===== src/rtl/mc_pkg.sv =====
// Shared constants for the multicycle MIPS control unit:
// state encodings, opcode/funct codes, ALU controls and mux selects.
package mc_pkg;

    typedef enum logic [3:0] {
        S_FETCH   = 4'd0,
        S_DECODE  = 4'd1,
        S_MEMADR  = 4'd2,
        S_MEMRD   = 4'd3,
        S_MEMWB   = 4'd4,
        S_MEMWR   = 4'd5,
        S_EXEC    = 4'd6,
        S_RTYPEWB = 4'd7,
        S_BRANCH  = 4'd8,
        S_ADDIEX  = 4'd9,
        S_ADDIWB  = 4'd10,
        S_JUMP    = 4'd11,
        S_HALT    = 4'd12
    } state_e;

    // What the ALU is being used for in a given state.
    typedef enum logic [1:0] {
        AC_NONE  = 2'd0,
        AC_ADD   = 2'd1,
        AC_SUB   = 2'd2,
        AC_FUNCT = 2'd3
    } alu_class_e;

    localparam logic [5:0] OP_R    = 6'h00;
    localparam logic [5:0] OP_LW   = 6'h23;
    localparam logic [5:0] OP_SW   = 6'h2B;
    localparam logic [5:0] OP_BEQ  = 6'h04;
    localparam logic [5:0] OP_ADDI = 6'h08;
    localparam logic [5:0] OP_J    = 6'h02;

    localparam logic [5:0] F_ADD  = 6'h20;
    localparam logic [5:0] F_ADDU = 6'h21;
    localparam logic [5:0] F_SUB  = 6'h22;
    localparam logic [5:0] F_SUBU = 6'h23;
    localparam logic [5:0] F_AND  = 6'h24;
    localparam logic [5:0] F_OR   = 6'h25;
    localparam logic [5:0] F_SLT  = 6'h2A;

    localparam logic [3:0] ALU_AND = 4'b0000;
    localparam logic [3:0] ALU_OR  = 4'b0001;
    localparam logic [3:0] ALU_ADD = 4'b0010;
    localparam logic [3:0] ALU_SUB = 4'b0110;
    localparam logic [3:0] ALU_SLT = 4'b0111;

    localparam logic [1:0] SRCB_B     = 2'd0;
    localparam logic [1:0] SRCB_FOUR  = 2'd1;
    localparam logic [1:0] SRCB_IMM   = 2'd2;
    localparam logic [1:0] SRCB_IMMSH = 2'd3;

    localparam logic [1:0] PC_ALU    = 2'd0;
    localparam logic [1:0] PC_ALUOUT = 2'd1;
    localparam logic [1:0] PC_JUMP   = 2'd2;

endpackage


===== src/rtl/mc_control_alu_decoder.sv =====
// Combinational ALU control decode from the state's ALU usage
// class and the R-type funct field.
module alu_decoder
    import mc_pkg::*;
(
    input  logic [1:0] cls_i,
    input  logic [5:0] funct_i,
    output logic [3:0] alu_ctrl_o,
    output logic       illegal_o
);

    always_comb begin
        alu_ctrl_o = ALU_AND;
        illegal_o  = 1'b0;
        case (alu_class_e'(cls_i))
            AC_ADD: alu_ctrl_o = ALU_ADD;
            AC_SUB: alu_ctrl_o = ALU_SUB;
            AC_FUNCT: begin
                case (funct_i)
                    F_ADD, F_ADDU: alu_ctrl_o = ALU_ADD;
                    F_SUB, F_SUBU: alu_ctrl_o = ALU_SUB;
                    F_AND:         alu_ctrl_o = ALU_AND;
                    F_OR:          alu_ctrl_o = ALU_OR;
                    F_SLT:         alu_ctrl_o = ALU_SLT;
                    default:       illegal_o  = 1'b1;
                endcase
            end
            default: ;
        endcase
    end

endmodule


===== src/rtl/mc_control.sv =====
// Multicycle MIPS control FSM: sequences the shared datapath and
// keeps a retired-instruction counter and a sticky halt flag.
module mc_control
    import mc_pkg::*;
#(
    parameter logic MEM_WAIT_EN = 1'b1,
    parameter int   CNT_W       = 16
) (
    input  logic             CLK,
    input  logic             RST,
    input  logic [5:0]       opcode,
    input  logic [5:0]       funct,
    input  logic             alu_zero,
    input  logic             mem_ready,
    output logic             pc_write,
    output logic [1:0]       pc_src,
    output logic             i_or_d,
    output logic             mem_read,
    output logic             mem_write,
    output logic             ir_write,
    output logic             reg_write,
    output logic             reg_dst,
    output logic             mem_to_reg,
    output logic             alu_src_a,
    output logic [1:0]       alu_src_b,
    output logic [3:0]       alu_ctrl,
    output logic [3:0]       state,
    output logic [CNT_W-1:0] retired,
    output logic             halted
);

    state_e           state_q, state_d;
    logic [CNT_W-1:0] retired_q, retired_d;
    logic             halted_q, halted_d;

    logic       ready;
    logic       illegal;
    logic [1:0] alu_cls;
    logic [3:0] alu_ctrl_c;

    logic       pc_write_c, i_or_d_c, mem_read_c, mem_write_c;
    logic       ir_write_c, reg_write_c, reg_dst_c, mem_to_reg_c;
    logic       alu_src_a_c;
    logic [1:0] pc_src_c, alu_src_b_c;

    assign ready = MEM_WAIT_EN ? mem_ready : 1'b1;

    alu_decoder u_alu_dec (
        .cls_i      (alu_cls),
        .funct_i    (funct),
        .alu_ctrl_o (alu_ctrl_c),
        .illegal_o  (illegal)
    );

    always_comb begin
        state_d      = state_q;
        alu_cls      = AC_NONE;
        pc_write_c   = 1'b0;
        pc_src_c     = PC_ALU;
        i_or_d_c     = 1'b0;
        mem_read_c   = 1'b0;
        mem_write_c  = 1'b0;
        ir_write_c   = 1'b0;
        reg_write_c  = 1'b0;
        reg_dst_c    = 1'b0;
        mem_to_reg_c = 1'b0;
        alu_src_a_c  = 1'b0;
        alu_src_b_c  = SRCB_B;
        unique case (state_q)
            S_FETCH: begin
                mem_read_c  = 1'b1;
                alu_src_b_c = SRCB_FOUR;
                alu_cls     = AC_ADD;
                if (ready) begin
                    ir_write_c = 1'b1;
                    pc_write_c = 1'b1;
                    state_d    = S_DECODE;
                end
            end
            S_DECODE: begin
                alu_src_b_c = SRCB_IMMSH;
                alu_cls     = AC_ADD;
                case (opcode)
                    OP_R:         state_d = S_EXEC;
                    OP_LW, OP_SW: state_d = S_MEMADR;
                    OP_BEQ:       state_d = S_BRANCH;
                    OP_ADDI:      state_d = S_ADDIEX;
                    OP_J:         state_d = S_JUMP;
                    default:      state_d = S_HALT;
                endcase
            end
            S_MEMADR: begin
                alu_src_a_c = 1'b1;
                alu_src_b_c = SRCB_IMM;
                alu_cls     = AC_ADD;
                state_d     = (opcode == OP_SW) ? S_MEMWR : S_MEMRD;
            end
            S_MEMRD: begin
                mem_read_c = 1'b1;
                i_or_d_c   = 1'b1;
                if (ready) state_d = S_MEMWB;
            end
            S_MEMWB: begin
                reg_write_c  = 1'b1;
                mem_to_reg_c = 1'b1;
                state_d      = S_FETCH;
            end
            S_MEMWR: begin
                mem_write_c = 1'b1;
                i_or_d_c    = 1'b1;
                if (ready) state_d = S_FETCH;
            end
            S_EXEC: begin
                alu_src_a_c = 1'b1;
                alu_cls     = AC_FUNCT;
                state_d     = illegal ? S_HALT : S_RTYPEWB;
            end
            S_RTYPEWB: begin
                reg_write_c = 1'b1;
                reg_dst_c   = 1'b1;
                state_d     = S_FETCH;
            end
            S_BRANCH: begin
                alu_src_a_c = 1'b1;
                alu_cls     = AC_SUB;
                pc_src_c    = PC_ALUOUT;
                pc_write_c  = alu_zero;
                state_d     = S_FETCH;
            end
            S_ADDIEX: begin
                alu_src_a_c = 1'b1;
                alu_src_b_c = SRCB_IMM;
                alu_cls     = AC_ADD;
                state_d     = S_ADDIWB;
            end
            S_ADDIWB: begin
                reg_write_c = 1'b1;
                state_d     = S_FETCH;
            end
            S_JUMP: begin
                pc_write_c = 1'b1;
                pc_src_c   = PC_JUMP;
                state_d    = S_FETCH;
            end
            S_HALT:  state_d = S_HALT;
            default: state_d = S_HALT;
        endcase
    end

    // Only completing states ever transition into FETCH.
    always_comb begin
        retired_d = retired_q;
        halted_d  = halted_q;
        if (state_d == S_FETCH && state_q != S_FETCH)
            retired_d = retired_q + 1'b1;
        if (state_d == S_HALT)
            halted_d = 1'b1;
    end

    always_ff @(posedge CLK or negedge RST) begin
        if (!RST) begin
            state_q   <= S_FETCH;
            retired_q <= '0;
            halted_q  <= 1'b0;
        end else begin
            state_q   <= state_d;
            retired_q <= retired_d;
            halted_q  <= halted_d;
        end
    end

    // Reset holds FETCH, so gate controls to keep strobes quiet.
    assign pc_write   = RST & pc_write_c;
    assign i_or_d     = RST & i_or_d_c;
    assign mem_read   = RST & mem_read_c;
    assign mem_write  = RST & mem_write_c;
    assign ir_write   = RST & ir_write_c;
    assign reg_write  = RST & reg_write_c;
    assign reg_dst    = RST & reg_dst_c;
    assign mem_to_reg = RST & mem_to_reg_c;
    assign alu_src_a  = RST & alu_src_a_c;
    assign pc_src     = RST ? pc_src_c    : 2'b00;
    assign alu_src_b  = RST ? alu_src_b_c : 2'b00;
    assign alu_ctrl   = RST ? alu_ctrl_c  : 4'b0000;

    assign state   = state_q;
    assign retired = retired_q;
    assign halted  = halted_q;

endmodule


===== config.mk =====
export PLATFORM = sky130hd
export DESIGN_NAME = mc_control
export DESIGN_NICKNAME = d
export VERILOG_FILES = /design/src/rtl/mc_pkg.sv /design/src/rtl/mc_control_alu_decoder.sv /design/src/rtl/mc_control.sv
export SDC_FILE = /design/constraint.sdc
export NUM_CORES = 1
export LEC_CHECK = 0
export CORE_ASPECT_RATIO = 0.7
export CORE_MARGIN = 2
export CORE_UTILIZATION = 48
export DETAILED_ROUTE_END_ITERATION = 10
export MAX_ROUTING_LAYER = met4
export PLACE_DENSITY = 0.84
export SYNTH_ARGS = -nofsm -noshare
export SYNTH_HDL_FRONTEND = slang
export SYNTH_SLANG_ARGS = --single-unit
export TNS_END_PERCENT = 10

===== constraint.sdc =====
create_clock -name CLK -period 3.49 [get_ports CLK]
set_input_delay 0.698 -clock CLK [delete_from_list [all_inputs] [get_ports CLK]]
set_output_delay 0.698 -clock CLK [all_outputs]
set_load 0.05 [all_outputs]

==> metrics.csv, run 1 <==
metric;value;unit
RSZ-0062 raised after global routing;false;
Seq/Total Area, Yosys;34.6;%
Gate Count Post-Synth;176;
DRT iter0 DRCs;131;
actual slew at the worst max-slew pin;650;ps
startpoint type of the worst setup path;primary input;
synth top area cells;dfrtp_1 (35%), xor2_1 (7.5%), nand2_1 (4.9%);
Critical Path RT;3680;ps
fin crit period;3170;ps
IO Pins;54;
post-DP HPWL;3260;um
Place WS;64.5;ps
layout cells sized above 1;14.2;%
Skew-Pair Late Insertion Delay;260;ps
PD cells;796;nW/um2
Synth Net Count;193;
row count;17;
Post-CTS Setup Inserts;0;
largest net degree at the start of global routing;31;
Vias;1574;
remaining antenna violation count after routing;0;
Ys Warns;0;
status;complete, no violations;
Slew headroom;56.6;%
ys flop type;dfrtp_1;
Achievable Freq;316;MHz
CTS H-Tree Depth;1;
Layout Skew;6.38;ps
# DRC;0;
clk root buf;clkbuf_8;
Layout area overhead;49.6;%
global route overflow;0;
final setup vio count;0;
leading area contributor after synthesis;dfrtp_1;
Final Net Count;244;
final setup TNS;0;ps
CP Data Arrival Time;3360;ps
dpl cells;260;
number of global-route vias before repair;1384;
syn avg cell area;8.62;um2
port bufs;52;
PnR worst setup slack;322;ps
final worst-path cycle share;90.8;%
Final Hold Fails;0;
die height;51.0;um
gr usage total;24.9;%
Max clock buf depth;2;
count leader, synth;dfrtp_1;
Max-cap violations;0;
leading cell types by count after synthesis;dfrtp_1 (21), nand2_1 (20), xor2_1 (13);
Synth cell types;50;
core box area;3080;um2
CTS buffer count;3;
Worst Path Max Fanout;14;
die area;3630;um2
DR pass1 iterations;4;
EDFF count, synth;0;
Static Leak;0.000974;uW
global-route wire length before repair;6970;um
initial antenna violation count;0;
post-route insts no fill;264;
synthesized area;1520;um2
Crit Path Category;in -> reg;
# diodes;0;
CTS tree;built;
DR vias/cell;5.96;
hold-fix buffers at CTS;0;
worst hold-check path type;reg -> reg;
number of synthesized register bits;21;
mean routed wirelength per cell;15.8;um
Worst setup EP type;register;
top cell type's share of synthesized area;34.6;%
Routed WL;4180;um
initial core utilization;49.2;%
Async SR Flop Fraction;100;%
Slew Limit Fails;0;
Die X;71.2;um
routability cong.;0.841;
VDD IR max;0.425;mV
Worst-path clk slew;80;ps
post-CTS sizing;0;
CTS sink count;21;
path summary, 6_finish.rpt:
| path | start | to | slack, ps | cells after the start |
|---|---|---|---|---|
| worst max-delay path | opcode[1] | retired[8]$_DFFE_PN0P_ | 320 | 8 |
| worst min-delay path | halted$_DFFE_PN0N_ | halted$_DFFE_PN0N_ | 470 | 1 |
| worst max register to register | state[1]$_DFF_PN0_ | retired[8]$_DFFE_PN0P_ | 870 | 7 |
| worst min register to register | halted$_DFFE_PN0N_ | halted$_DFFE_PN0N_ | 470 | 1 |
| max in group asynchronous | RST | retired[4]$_DFFE_PN0P_ | 2360 | 2 |
| min in group asynchronous | RST | retired[14]$_DFFE_PN0P_ | 870 | 2 |
metrics by stage:
stage          power [uW]  util [%]  hold WS, ps  cell area, um2
2_1_floorplan        1200         -          402            1520
3_3_place_gp         1590      72.1          444            2220
3_5_place_dp         1630      72.1          452            2220
4_1_cts              1800      73.6          474            2270
5_1_grt              1900      73.6          505            2270
6_report             1810      73.6          465            2270
worst max-delay path, stage by stage:
cell and delay, ps:
clkdlybuf4s50_1 480, or4_1 600, a21o_1 210, o21ai_1 120
or4b_1 460, buf_4 210, nor4_1 380, xor2_1 190
metal layers:
metal | part of all wire [%] | global-route usage, % | wire length [um]
met5 | 0 | - | 0
met4 | 0.96 | 4.40 | 40
met3 | 7.0 | 4.14 | 291
met2 | 48 | 38.3 | 2010
met1 | 44 | 35.3 | 1830
flip-flops by register name, indices dropped and copies added (netlist names):
register and count:
halted 1, retired 16, state 4
where the power goes:
group | internal [uW] | total, uW | switching [uW]
Sequential | 296 | 429 | 133
Clock | 79.7 | 162 | 81.9
Combinational | 470 | 1220 | 746
kinds of logic (layout without fill, tap and decap cells):
family	after synthesis	in the layout	share of synthesized area [%]
buffers and inverters	15	65	4.62
other	1	1	0.247
xor gates and xnor gates	17	17	9.81
and+or+nand+nor	92	92	35.2
muxes	1	1	0.742
adders and majority gates	1	1	0.824
AOI/OAI and AO/OA	28	28	13.9
DFF	21	21	34.6
area by class of cell:
| cell class | count | area (um2) |
|---|---|---|
| tap | 38 | 47.5 |
| sequential | 21 | 526 |
| timing repair buffer | 56 | 711 |
| clock buffer | 3 | 41.3 |
| clock inverter | 1 | 5.00 |
| inverter | 5 | 18.8 |
| multi-input combinational | 140 | 922 |
| fill | 212 | 813 |
layout by cell type (no fill, tap or decap), types with 2 or more instances in the layout:
master           instances
a21o_1                   2
a21oi_1                  4
a221oi_1                 2
and3_1                   2
buf_12                  16
buf_4                    4
clkbuf_8                 3
clkdlybuf4s50_1         36
dfrtp_1                 21
inv_1                    5
nand2_1                 20
nand2b_1                 4
nand3_1                 11
nor2_1                  11
nor2b_1                  5
nor3_1                  11
nor3b_1                  5
nor4_1                   4
nor4_2                   4
o211a_1                  3
o21ai_0                  4
or2b_1                   2
or4_1                    2
or4b_1                   3
xnor2_1                  4
xor2_1                  13
(Power assumes the default switching activity.)
==> inputs of run 2 (changes only) <==
CAP_MARGIN = 20   (was default)
==> results of run 2 <==
Same layout as run 1: the final DEF is identical, and so are final timing and power.
